===== src/rtl/id_stage_pipe.sv =====
// Decode stage: instruction decode, register file, load-use hazard detection and ID/EX register.
// Optional WB_BYPASS_EN: same-cycle writeback data is forwarded into the register file read.
`timescale 1ns/1ps
module id_stage_pipe #(
  parameter  int XLEN = 32,
  parameter  int NREG = 32,
  localparam int RW   = $clog2(NREG)
) (
  input  logic            clk,
  input  logic            rst,
  input  logic            if_valid,
  input  logic [XLEN-1:0] if_pc,
  input  logic [31:0]     if_instr,
  output logic            id_ready,
  input  logic            flush,
  input  logic            wb_we,
  input  logic [RW-1:0]   wb_rd,
  input  logic [XLEN-1:0] wb_data,
  input  logic            ex_ready,
  output logic            ex_valid,
  output logic [XLEN-1:0] ex_pc,
  output logic [31:0]     ex_instr,
  output logic [XLEN-1:0] ex_imm,
  output logic [XLEN-1:0] ex_rs1_data,
  output logic [XLEN-1:0] ex_rs2_data,
  output logic [RW-1:0]   ex_rs1,
  output logic [RW-1:0]   ex_rs2,
  output logic [RW-1:0]   ex_rd,
  output logic            ex_is_load
);

  localparam logic [6:0] OP_LOAD   = 7'b0000011;
  localparam logic [6:0] OP_IMM    = 7'b0010011;
  localparam logic [6:0] OP_AUIPC  = 7'b0010111;
  localparam logic [6:0] OP_STORE  = 7'b0100011;
  localparam logic [6:0] OP_OP     = 7'b0110011;
  localparam logic [6:0] OP_LUI    = 7'b0110111;
  localparam logic [6:0] OP_BRANCH = 7'b1100011;
  localparam logic [6:0] OP_JALR   = 7'b1100111;
  localparam logic [6:0] OP_JAL    = 7'b1101111;

  typedef struct packed {
    logic [XLEN-1:0] pc;
    logic [31:0]     instr;
    logic [XLEN-1:0] imm;
    logic [XLEN-1:0] rs1_data;
    logic [XLEN-1:0] rs2_data;
    logic [RW-1:0]   rs1;
    logic [RW-1:0]   rs2;
    logic [RW-1:0]   rd;
    logic            is_load;
  } id_ex_t;

  logic [6:0]      opcode;
  logic [RW-1:0]   rs1, rs2, rd;
  logic [31:0]     imm32;
  logic [XLEN-1:0] imm;
  logic            use_rs1, use_rs2, is_load;
  logic [XLEN-1:0] rs1_data, rs2_data;
  logic            hazard, adv;
  logic [XLEN-1:0] rf [NREG];
  id_ex_t          dec, ex_q;

  assign opcode  = if_instr[6:0];
  assign rs1     = RW'(if_instr[19:15]);
  assign rs2     = RW'(if_instr[24:20]);
  assign rd      = RW'(if_instr[11:7]);
  assign is_load = (opcode == OP_LOAD);
  assign use_rs1 = !(opcode == OP_LUI || opcode == OP_AUIPC || opcode == OP_JAL);
  assign use_rs2 = (opcode == OP_BRANCH || opcode == OP_STORE || opcode == OP_OP);

  always_comb begin
    imm32 = '0;
    unique case (opcode)
      OP_LOAD, OP_IMM, OP_JALR: imm32 = {{20{if_instr[31]}}, if_instr[31:20]};
      OP_STORE:  imm32 = {{20{if_instr[31]}}, if_instr[31:25], if_instr[11:7]};
      OP_BRANCH: imm32 = {{19{if_instr[31]}}, if_instr[31], if_instr[7],
                          if_instr[30:25], if_instr[11:8], 1'b0};
      OP_LUI, OP_AUIPC: imm32 = {if_instr[31:12], 12'h000};
      OP_JAL:    imm32 = {{11{if_instr[31]}}, if_instr[31], if_instr[19:12],
                          if_instr[20], if_instr[30:21], 1'b0};
      default:   imm32 = '0;
    endcase
  end
  assign imm = XLEN'($signed(imm32));

  // Entry 0 is never written, but reads still mask it so x0 is hard-wired.
  always_ff @(posedge clk or negedge rst) begin
    if (!rst) begin
      for (int i = 0; i < NREG; i++) rf[i] <= '0;
    end else if (wb_we && wb_rd != '0) begin
      rf[wb_rd] <= wb_data;
    end
  end

  always_comb begin
    rs1_data = (rs1 == '0) ? '0 : rf[rs1];
    rs2_data = (rs2 == '0) ? '0 : rf[rs2];
`ifdef WB_BYPASS_EN
    if (wb_we && wb_rd != '0 && wb_rd == rs1) rs1_data = wb_data;
    if (wb_we && wb_rd != '0 && wb_rd == rs2) rs2_data = wb_data;
`endif
  end

  assign hazard = if_valid && ex_valid && ex_q.is_load && (ex_q.rd != '0) &&
                  ((use_rs1 && rs1 == ex_q.rd) || (use_rs2 && rs2 == ex_q.rd));
  assign adv      = !ex_valid || ex_ready;
  assign id_ready = adv && !hazard && !flush;

  assign dec = '{pc: if_pc, instr: if_instr, imm: imm, rs1_data: rs1_data,
                 rs2_data: rs2_data, rs1: rs1, rs2: rs2, rd: rd, is_load: is_load};

  // Flush wins over everything; a hazard leaves a bubble while IF holds its instruction.
  always_ff @(posedge clk or negedge rst) begin
    if (!rst) begin
      ex_valid <= 1'b0;
      ex_q     <= '0;
    end else if (flush) begin
      ex_valid <= 1'b0;
    end else if (adv) begin
      ex_valid <= if_valid && !hazard;
      if (if_valid && !hazard) ex_q <= dec;
    end
  end

  assign ex_pc       = ex_q.pc;
  assign ex_instr    = ex_q.instr;
  assign ex_imm      = ex_q.imm;
  assign ex_rs1_data = ex_q.rs1_data;
  assign ex_rs2_data = ex_q.rs2_data;
  assign ex_rs1      = ex_q.rs1;
  assign ex_rs2      = ex_q.rs2;
  assign ex_rd       = ex_q.rd;
  assign ex_is_load  = ex_q.is_load;

endmodule


===== config.mk =====
export PLATFORM = sky130hd
export DESIGN_NAME = id_stage_pipe
export DESIGN_NICKNAME = d
export VERILOG_FILES = /design/src/rtl/id_stage_pipe.sv
export SDC_FILE = /design/constraint.sdc
export NUM_CORES = 2
export LEC_CHECK = 0
export ABC_CLOCK_PERIOD_IN_PS = 2600
export CAP_MARGIN = 10
export CELL_PAD_IN_SITES_DETAIL_PLACEMENT = 2
export CELL_PAD_IN_SITES_GLOBAL_PLACEMENT = 2
export CORE_ASPECT_RATIO = 1.75
export CORE_MARGIN = 3
export CORE_UTILIZATION = 40
export DETAILED_ROUTE_END_ITERATION = 10
export PLACE_DENSITY_LB_ADDON = 0.1
export SLEW_MARGIN = 30
export SYNTH_ARGS = -nofsm -noshare
export SYNTH_HDL_FRONTEND = slang
export SYNTH_SLANG_ARGS = --single-unit

===== constraint.sdc =====
create_clock -name clk -period 2.6 [get_ports clk]
set_input_delay 0.78 -clock clk [delete_from_list [all_inputs] [get_ports clk]]
set_output_delay 0.78 -clock clk [all_outputs]
set_load 0.01 [all_outputs]

==> flow_metrics.py <==
metrics = {
    "synth": {
        "synth_edf_count": 0,
        "yosys_warnings": 0,
        "synth.most_common_cell": "dfrtp_1",
        "netlist_area_sq_um": 60910,
        "ys_ff_latch": 1186,
        "yosys.area.top_type": "dfrtp_1",
        "synthTopCellsByCount": "dfrtp_1 (1186), mux2_2 (1056), mux4_2 (448)",
        "ys_types": 54,
        "synth_cells": 4201,
        "yosysSeqAreaShare": 0.4872,
        "avgSynthCellArea_sq_um": 14.50,
        "synth.net_count": 4308,
        "synth-main-ff-cell": "dfrtp_1",
        "synth_top_area_share": 0.4872,
        "ys_async_sr_fraction": 1.000,
        "synth_area_leaders": "dfrtp_1 (49%), mux2_2 (20%), mux4_2 (17%)",
    },
    "drt": {
        "ant_nets": 0,
        "wl_per_cell_microns": 35.40,
        "finalWirelength_microns": 241700,
        "dr.pass1.iters": 5,
        "drcViolationCount": 0,
        "vias_per_cell": 6.115,
        "vias": 41750,
        "first_iter_violations": 2473,
    },
    "placement": {
        "routabilityCongestion": 0.8260,
        "detailed_place_hpwl_microns": 165200,
        "placed_cells": 6582,
        "place_ws_ns": -0.9347,
        "port_buffers": 284,
    },
    "cts": {
        "clock_path_buffers": 3,
        "clock_latency_ns": 0.75,
        "cts_tree": "done",
        "root_buffer": "clkbuf_16",
        "htree_levels": 3,
        "clkTransAtPathRegs_ns": 0.06,
        "cts_buffers": 116,
        "clock_sinks": 1186,
    },
    "layout": {
        "utilization": 0.5009,
        "n_fill_cell": 13830,
        "area_growth_pct": 23.81,
        "drive_gt1_frac": 0.4960,
        "finalNetCount": 4837,
        "final_cells": 6827,
    },
    "critical_path": {
        "critPathRequiredTime_ns": 1.82,
        "startpoint_type": "input port",
        "worst_path_max_delay_cell": "or4_4",
        "worst_path_dominant_cell_family": "simple AND/OR/NAND/NOR gates",
        "worstPathMaxFanout": 2,
        "r2r_slack_ns": -0.10,
        "crit_chain": "clkdlybuf4s50_1 > and3_4 > o21ai_2 > or4_4 > nor2_2 > nor3_2 > buf_2",
        "cp-end-kind": "primary output",
        "worstPathArrival_ns": 2.36,
        "crit_path_max_incr_delay_ns": 0.54,
        "path_buf_inv": 2,
        "worstSetupPathType": "input port to primary output",
    },
    "power_and_ir_drop": {
        "internal_power_mw": 40.00,
        "swShare": 0.2862,
        "p_switching_mw": 16.03,
        "p_leak_nw": 33.26,
        "cellPowerDensity_nw_per_um2": 743.0,
        "pwr-share-comb": 0.228,
        "pwr-share-seq": 0.439,
        "finalPower_mw": 56.03,
        "vdd_drop_max_v": 0.0005050,
        "p_clk_frac": 0.333,
    },
    "run": {
        "cap_violations": 0,
    },
    "outcome": {
        "outcome": "complete, but fails checks",
        "violations": "setup timing",
    },
    "floorplan": {
        "die_h_microns": 522.2,
        "ios": 285,
        "rows": 188,
        "core_sq_um": 150500,
        "start_util": 0.4046,
        "fp.dieW_microns": 301.0,
        "die_area_sq_um": 157200,
    },
    "timing": {
        "max_freq_ghz": 0.3181,
        "period_minus_slack_ns": 3.144,
        "rsz0062_at_grt": "yes",
        "setup_viol": 18,
        "fin_tns_setup_ns": -1.631,
        "slew_headroom": 0.3023,
        "skew_ns": 0.02457,
        "period_share": 1.209,
        "worst_slack_ns": -0.5440,
        "hold_viol_final": 0,
        "final_max_slew_viol_count": 0,
        "worst_pin_slew_ns": 1.044,
    },
    "global_route": {
        "grt_max_degree": 99,
        "overflow": 0,
        "grt_pass1_vias": 47240,
        "grt_use_total": 0.3068,
        "grt_first_pass_wirelength_microns": 349400,
        "grt_antenna_before_repair": 8,
    },
    "hold_path": {
        "hp-class": "register to register",
    },
}
cell usage in the layout (no fill, tap or decap), drive strengths merged, types with 2 or more instances in the layout:
cell           synthesis  routed
and2                   3       3
nand3                 20      20
diode                  0       5
mux2i                238     238
nor2b                  6       6
nand4                 10      10
clkdlybuf4s50          0     243
nand2b                13      13
bufinv                 0      17
inv                    2       8
xor2                   2       2
xnor2                  8       8
a21oi                 76      76
mux4                 448     448
dlygate4sd2            0      27
or2                    2       2
and3                   2       2
o22ai                 55      55
dfrtp               1186    1186
nand3b                 4       4
a22oi                 32      32
a221oi               100     100
nor2                  80      81
clkinvlp               0       4
dlymetal6s2s           0       2
o21bai                11      11
clkinv                 1      20
a22o                  32      32
a32o                  10      10
o21ai                 54      54
mux2                1056    1056
nor3                  12      12
nor3b                  4       4
clkbuf               243     171
or4                    2       2
nand2                257     257
buf                  220     597
through the flow:
step | area (sq um) | hold WS (ns)
floorplan | 60920 | 0.4413
global placement | 70780 | 0.3768
detailed placement | 70780 | 0.3833
CTS | 75220 | 0.3982
global route | 75400 | 0.4146
finish | 75410 | 0.3970
layer usage:
metal  track usage  up-vias  wire length [microns]
li1              -    16980                      -
met1        0.3540    23000                  89930
met2        0.5702     1300                 129700
met3       0.03609      468                  10350
met4        0.1292        2                  11720
met5             0        -                     12
power by group through the flow:
stage / combinational, mW / clock [mW] / sequential (mW)
6_report: 12.8 / 18.7 / 24.6
5_1_grt: 13.6 / 19.8 / 25.0
4_1_cts: 12.8 / 19.1 / 24.5
3_5_place_dp: 12.7 / 0 / 24.8
3_3_place_gp: 12.2 / 0 / 24.5
2_1_floorplan: 7.80 / 0 / 23.9
repair_timing:
item / 4_1_cts / 5_1_grt
gates cloned: 3 / 1
resized for setup: 67 / 30
hold buffers: 1 / 0
pin swaps: 5 / 12
setup buffers: 14 / 7
endpoints found under the hold margin: 9 / 0
setup endpoints to repair: 118 / 59
path summary, 6_finish.rpt:
kind,depth (start not counted),endpoint,start
worst max-delay path,7,id_ready,if_valid
worst min-delay path,0,rf[1004],rf[1004]
worst max register to register,13,ex_rs2_data[21],ex_instr[10]
worst min register to register,0,rf[1004],rf[1004]
max in group asynchronous,3,ex_rs1_data[31],rst
min in group asynchronous,2,rf[246],rst
cell families after synthesis:
group                     count (synthesis)  synth area share
buffers and inverters                   466           0.03625
AOI/OAI and AO/OA                       376           0.04568
and+or+nand+nor                         421           0.02942
DFF                                    1186            0.4872
xor gates and xnor gates                 10          0.001438
muxes                                  1742            0.4000
flip-flops by register name, summed over array words and instances, names as in the netlist:
register and flops:
ex_pc 32, ex_rs1_data 32, ex_rs2_data 32, ex_imm 32, rf 1024, ex_instr 32, ex_is_load 1, ex_valid 1
layout make-up:
cell class	count	area (sq um)	share of cell area
clock buffers	169	3426	0.04543
multi-input cells	2550	29450	0.3905
well taps	1995	2496	0.03310
inverters	3	11.26	0.0001493
diodes	5	12.51	0.0001659
flip-flops and latches	1186	29690	0.3937
repair buffers	873	9634	0.1277
clock inverters	46	698.2	0.009258
(Power assumes the default switching activity.)
